`src/rtl/fetch_stage.sv`:
```
// Program counter and IF/ID pipeline register for the RV32 core.
// Handles stall, redirect/flush and out-of-range fetch faults.
module fetch_stage #(
  parameter logic [31:0] RESET_PC   = 32'h0000_0000,
  parameter int unsigned IMEM_BYTES = 1024,
  parameter logic [31:0] NOP_INST   = 32'h0000_0013
) (
  input  logic        clk,
  input  logic        reset,
  input  logic        stall,
  input  logic        redirect,
  input  logic [31:0] redirect_pc,
  output logic [31:0] imem_pc,
  input  logic [31:0] imem_inst,
  output logic [31:0] ifid_pc,
  output logic [31:0] ifid_pc_plus4,
  output logic [31:0] ifid_inst,
  output logic        ifid_valid,
  output logic        fetch_fault
);

  localparam logic [31:0] LAST_WORD = 32'(IMEM_BYTES - 4);

  logic [31:0] pc;
  logic [31:0] pc_plus4;
  logic        in_range;

  assign imem_pc  = pc;
  assign pc_plus4 = pc + 32'd4;
  assign in_range = (pc <= LAST_WORD);

  always_ff @(posedge clk) begin
    if (reset) begin
      pc            <= RESET_PC;
      ifid_pc       <= '0;
      ifid_pc_plus4 <= 32'd4;
      ifid_inst     <= NOP_INST;
      ifid_valid    <= 1'b0;
      fetch_fault   <= 1'b0;
    end else if (redirect) begin
      // Target is word-aligned by masking; the word fetched this cycle is squashed.
      pc            <= redirect_pc & ~32'h3;
      ifid_pc       <= pc;
      ifid_pc_plus4 <= pc_plus4;
      ifid_inst     <= NOP_INST;
      ifid_valid    <= 1'b0;
      fetch_fault   <= 1'b0;
    end else if (stall) begin
      fetch_fault   <= 1'b0;
    end else begin
      pc            <= pc_plus4;
      ifid_pc       <= pc;
      ifid_pc_plus4 <= pc_plus4;
      if (in_range) begin
        ifid_inst   <= imem_inst;
        ifid_valid  <= 1'b1;
        fetch_fault <= 1'b0;
      end else begin
        ifid_inst   <= NOP_INST;
        ifid_valid  <= 1'b0;
        fetch_fault <= 1'b1;
      end
    end
  end

endmodule

```
`config.mk`:
```
export PLATFORM = sky130hd
export DESIGN_NAME = fetch_stage
export DESIGN_NICKNAME = d
export VERILOG_FILES = /design/src/rtl/fetch_stage.sv
export SDC_FILE = /design/constraint.sdc
export NUM_CORES = 1
export LEC_CHECK = 0
export ABC_AREA = 1
export BUFFER_PORTS_ARGS = -buffer_cell sky130_fd_sc_hd__buf_4
export CAP_MARGIN = 20
export CORE_MARGIN = 5
export CORE_UTILIZATION = 40
export DETAILED_ROUTE_END_ITERATION = 10
export GPL_TIMING_DRIVEN = 0
export HOLD_SLACK_MARGIN = 0.05
export PLACE_DENSITY = 0.73
export SYNTH_ARGS = -nofsm -noshare
export SYNTH_HDL_FRONTEND = slang
export SYNTH_SLANG_ARGS = --single-unit
```
`constraint.sdc`:
```
create_clock -name clk -period 1.7 [get_ports clk]
set_input_delay 0.085 -clock clk [delete_from_list [all_inputs] [get_ports clk]]
set_output_delay 0.085 -clock clk [all_outputs]
set_load 0.05 [all_outputs]
```
# [Yosys cells after proc, flatten, opt, wreduce, memory -nomap -nowiden]
# Index checks and enable logic that the tools add are counted.
[totals] elab_cells=21 register_bits=130
[classes] eq_ne=1 addsub=1 n_lt_le_gt_ge=1 reduce_logical=2 muxes=9
[ops] op="$mux W32" count=7
[ops] op="$add A32 B3 Y32 const B" count=1
[ops] op="$le A32 B10 Y1 const B" count=1
[ops] op="$reduce_or A3 Y1" count=1
[ops] op="$mux W1" count=2
[ops] op="$ne A2 B1 Y1 const B" count=1
[ops] op="$reduce_or A2 Y1" count=1

# [Longest topological paths before layout]
[depth] word_depth=3 depth_mapped=10 mapped_depth_nobuf=10

# [Least setup slack after synthesis]
# No wires, ideal clock.
[synth_timing] path_kind="register -> register" from="reg pc[3], in the netlist imem_pc[3]" to="reg ifid_pc_plus4[16]" path_stages_with_launch=9 t_arrival_ns=1.729 period_less_slack_ns=1.846 t_required_ns=1.583 setup_slack_ns=-0.146 cell_sequence="dfxtp_1 ha_1 nand3_1 nor2_4 nand3_1 nand2_1 nand3_1 o211ai_1 inv_1"
[synth_via] elab_chain_len=3
[synth_rtl] item="start: declaration" line="24" source="logic [31:0] pc;"
[synth_rtl] item="start signal: assignment" line="42" source="pc <= redirect_pc & ~32'h3;"
[synth_rtl] item="start signal: assignment" line="51" source="pc <= pc_plus4;"
[synth_rtl] item="$add A32 B3 Y32 *" line="29" source="assign pc_plus4 = pc + 32'd4;"
[synth_rtl] item="$mux W32" line="48" source="end else if (stall) begin"
[synth_rtl] item="$mux W32 *" line="40" source="end else if (redirect) begin"
[synth_rtl] item="end signal: assignment" line="44" source="ifid_pc_plus4 <= pc_plus4;"
[synth_rtl] item="end signal: assignment" line="53" source="ifid_pc_plus4 <= pc_plus4;"
[synth_rtl] item="end: declaration" line="16" source="output logic [31:0] ifid_pc_plus4,"
# Every way passes the cells marked *; elsewhere a longest branch is shown, timed or not. The select of a mux whose other input is x is not followed.
# A chain may end at the register's enable or synchronous reset.

# [Worst setup path in the final report]
[layout_timing] from="reg pc[29], in the netlist imem_pc[29]" to="reg ifid_inst[0]"
[layout_via] elab_chain_len=2
[layout_rtl] item="$le A32 B10 Y1" line="30" source="assign in_range = (pc <= LAST_WORD);"
[layout_rtl] item="$mux W32" line="54" source="if (in_range) begin"
[layout_rtl] item="end signal: assignment" line="55" source="ifid_inst <= imem_inst;"
[layout_rtl] item="end: declaration" line="17" source="output logic [31:0] ifid_inst,"
# Every way passes these cells.

==> impl_metrics.py <==
metrics = {
    "run_status": {
        "status": "completed",
    },
    "critical_path": {
        "timing.rr.end": "ifid_inst[0]",
        "required_ns": 1.99,
        "r2r_slack_ns": 0.11,
        "worst_setup_path_start_kind": "flip-flop",
        "critPathKind": "flip-flop to flip-flop",
        "r2r-start": "imem_pc[29]",
        "cp_max_fo": 10,
        "r2r_cells": 7,
        "worstPathArrival_ns": 1.88,
        "critPathCaptureType": "flip-flop",
    },
    "clocking": {
        "cts_buffers": 17,
        "h-tree-depth": 4,
        "clk_path_buf_depth": 2,
        "cts_sinks": 124,
        "clk_transition_reported_paths_ns": 0.05,
        "root_buffer": "clkbuf_16",
        "cts_tree": "built",
        "worst_skew_pair.late_latency_ns": 0.42,
    },
    "grt": {
        "overflow": 0,
        "antenna_found_initial": 0,
        "grt_max_degree": 17,
        "grt_pass1_wl_um": 34500,
        "grtUsageTotal": 0.260,
        "grt_pass1_vias": 6607,
    },
    "synth": {
        "ys_seq_elements": 124,
        "syn_inst": 843,
        "synthTopCellsByArea": "dfxtp_1, nand2_1, o21ai_0",
        "synth_top_area_share": 0.431,
        "synth_area_leader_cell": "dfxtp_1",
        "avgSynthCellArea_sq_um": 6.83,
        "ys_seq_area_frac": 0.431,
        "synthesis.area_sq_mm": 0.00576,
        "yosys_warnings": 0,
        "synth.distinct_cells": 32,
    },
    "layout": {
        "syn_to_final_growth_pct": 49.4,
        "drive_above_1_share": 0.266,
        "post-route-cell-area_sq_mm": 0.00861,
        "nets": 1174,
        "num_antenna_cells": 0,
        "nFillCells": 1249,
    },
    "power": {
        "p_switching_mw": 2.70,
        "power_mw": 8.24,
        "share_comb_of_total_power": 0.216,
        "p_sw_frac": 0.327,
        "p_int_mw": 5.54,
        "pwr_density_cell_mw_per_mm2": 957,
        "seqPwrFrac": 0.392,
        "ir_drop_v": 0.000763,
        "clkPwrFrac": 0.392,
        "p_leak_nw": 3.98,
    },
    "floorplanning": {
        "die_w_um": 130,
        "die_height_um": 130,
        "core_area_sq_mm": 0.0140,
        "io_pins": 198,
        "die_area_sq_mm": 0.0169,
        "rows": 43,
        "start_util": 0.412,
    },
    "placement": {
        "io_buffers": 186,
        "dp_hpwl_um": 15900,
        "pre_cts_ws_ns": -0.142,
        "gp_congestion": 0.967,
        "place_area_sq_mm": 0.00740,
    },
    "hold_path": {
        "worstHoldEndpoint": "imem_pc[27]",
        "min_path_type": "primary input to flip-flop",
        "min-delay-start": "redirect_pc[27]",
        "hold_path_depth": 5,
    },
    "routing": {
        "vias": 6701,
        "vias_per_cell": 5.16,
        "routed_wl_um": 22100,
        "drtIter0Drc": 571,
        "drc": 0,
        "drtPass1Iterations": 5,
        "postRouteAntennaNets": 0,
        "wl_per_cell_um": 17.0,
    },
    "timing": {
        "holdWs_ns": 0.0604,
        "period_minus_slack_ns": 1.59,
        "tightest_slew_ns": 0.641,
        "hold_viol_final": 0,
        "fmax_mhz": 629,
        "relSlewSlack": 0.573,
        "finalWorstSetupSlack_ns": 0.111,
        "finalSetupTns_ns": 0,
        "skew_ns": 0.00896,
        "slew_viol_final": 0,
        "setup_viol": 0,
        "fin_crit_sh": 0.935,
    },
    "flow_run": {
        "drv_cap": 0,
    },
}
## cell usage after synthesis
cell and n:
a21o_1 1, a21oi_1 77, a31oi_1 2, buf_1 1
buf_2 17, buf_4 9, clkbuf_1 27, clkbuf_2 1
clkinv_1 1, conb_1 1, dfxtp_1 124, ha_1 1
inv_1 95, inv_2 1, inv_4 2, nand2_1 190
nand2_2 3, nand3_1 60, nand3_2 1, nand4_1 31
nor2_1 74, nor2_2 7, nor2_4 1, nor2_8 1
o211ai_1 4, o21ai_0 92, o21ai_1 3, o21bai_1 9
or2_0 1, or2_2 1, xnor2_1 2, xor2_1 3
## critical path, cell delays in order, from the launching register on
cell	delay, ns
dfxtp_1	0.37
nor2_1	0.12
nand4_1	0.21
nor2_4	0.23
buf_6	0.16
nand2_1	0.13
o21ai_1	0.15
nand3_1	0.08
## power by group through the flow
stage / registers [mW] / clock network (mW) / logic [mW]
global placement: 3.27 / 0 / 1.62
detailed placement: 3.28 / 0 / 1.63
finish: 3.23 / 3.23 / 1.78
floorplan: 3.79 / 0 / 0.531
global route: 3.25 / 3.38 / 1.90
CTS: 3.22 / 3.23 / 1.74
## state kept, by name, summed over array words and instances (netlist names)
| name | flops |
|---|---|
| ifid_inst | 32 |
| ifid_pc | 30 |
| ifid_pc_plus4 | 30 |
| imem_pc | 30 |
| fetch_fault | 1 |
| ifid_valid | 1 |
## layer usage
metal | up-vias | part of all wire | global-route usage
li1 | 3267 | - | -
met1 | 3027 | 0.41 | 0.326
met2 | 344 | 0.46 | 0.429
met3 | 63 | 0.094 | 0.0688
met4 | 0 | 0.037 | 0.0972
met5 | - | 0 | 0
## area by class of cell
cell class	count	area, sq um	area share
tap	180	225	0.0262
timing repair buffer	238	1910	0.222
clock inverter	11	72.6	0.00843
inverter	99	383	0.0445
multi-input combinational	570	2780	0.323
clock buffer	21	450	0.0523
buffer	55	283	0.0328
sequential	124	2500	0.290
## metrics by stage
stage	util	std cells
2_1_floorplan	-	848
3_3_place_gp	0.529	1214
3_5_place_dp	0.529	1214
4_1_cts	0.605	1297
5_1_grt	0.615	1298
6_report	0.615	1298
## what timing repair did
action | in CTS | in global routing
hold buffers | 51 | 0
pin swaps | 0 | 6
setup buffers | 0 | 1
setup endpoints to repair | 24 | 56
endpoints found under the hold margin | 54 | 0
resized for setup | 8 | 55
## logic make-up (layout without fill, tap and decap cells)
logic type / Yosys count / count (layout) / synth area share
AO/OA/AOI/OAI: 188 / 188 / 0.170
flip-flops: 124 / 124 / 0.431
XOR/XNOR: 5 / 5 / 0.00760
adder cells (fa/ha/maj): 1 / 1 / 0.00217
AND/OR/NAND/NOR: 370 / 370 / 0.278
buffers and inverters: 154 / 424 / 0.111
other: 1 / 6 / 0.000651
## worst max-delay path by stage
stage / start / endpoint / slack (ns) / depth (start not counted)
2_1_floorplan: imem_pc[4] / ifid_pc_plus4[17] / 0.02 / 8
3_3_place_gp: imem_pc[3] / ifid_pc_plus4[28] / -0.13 / 10
3_5_place_dp: imem_pc[3] / ifid_pc_plus4[28] / -0.14 / 10
4_1_cts: imem_pc[3] / ifid_pc_plus4[12] / -0.009 / 8
5_1_grt: imem_pc[13] / ifid_pc_plus4[26] / -0.006 / 9
6_report: imem_pc[29] / ifid_inst[0] / 0.11 / 7
## cells in the final DEF (no fill, tap or decap), types with 2 or more instances in the layout
master         instances
buf_4                196
nand2_1              187
dfxtp_1              112
inv_1                 93
o21ai_0               89
a21oi_1               77
nor2_1                62
nand3_1               59
dlygate4sd3_1         51
nand4_1               31
clkbuf_1              27
clkbuf_16             17
buf_2                 13
nor2_4                11
dfxtp_2               11
nor2_2                 9
o21bai_1               9
clkinvlp_4             8
conb_1                 6
nand2_2                5
o21ai_1                5
clkbuf_4               4
o211ai_1               4
clkinv_2               4
inv_4                  3
clkbuf_2               3
inv_2                  2
nand3_2                2
xor2_1                 2
xnor2_1                2
a31oi_1                2
Note: power is estimated with default switching activity, not from simulation.
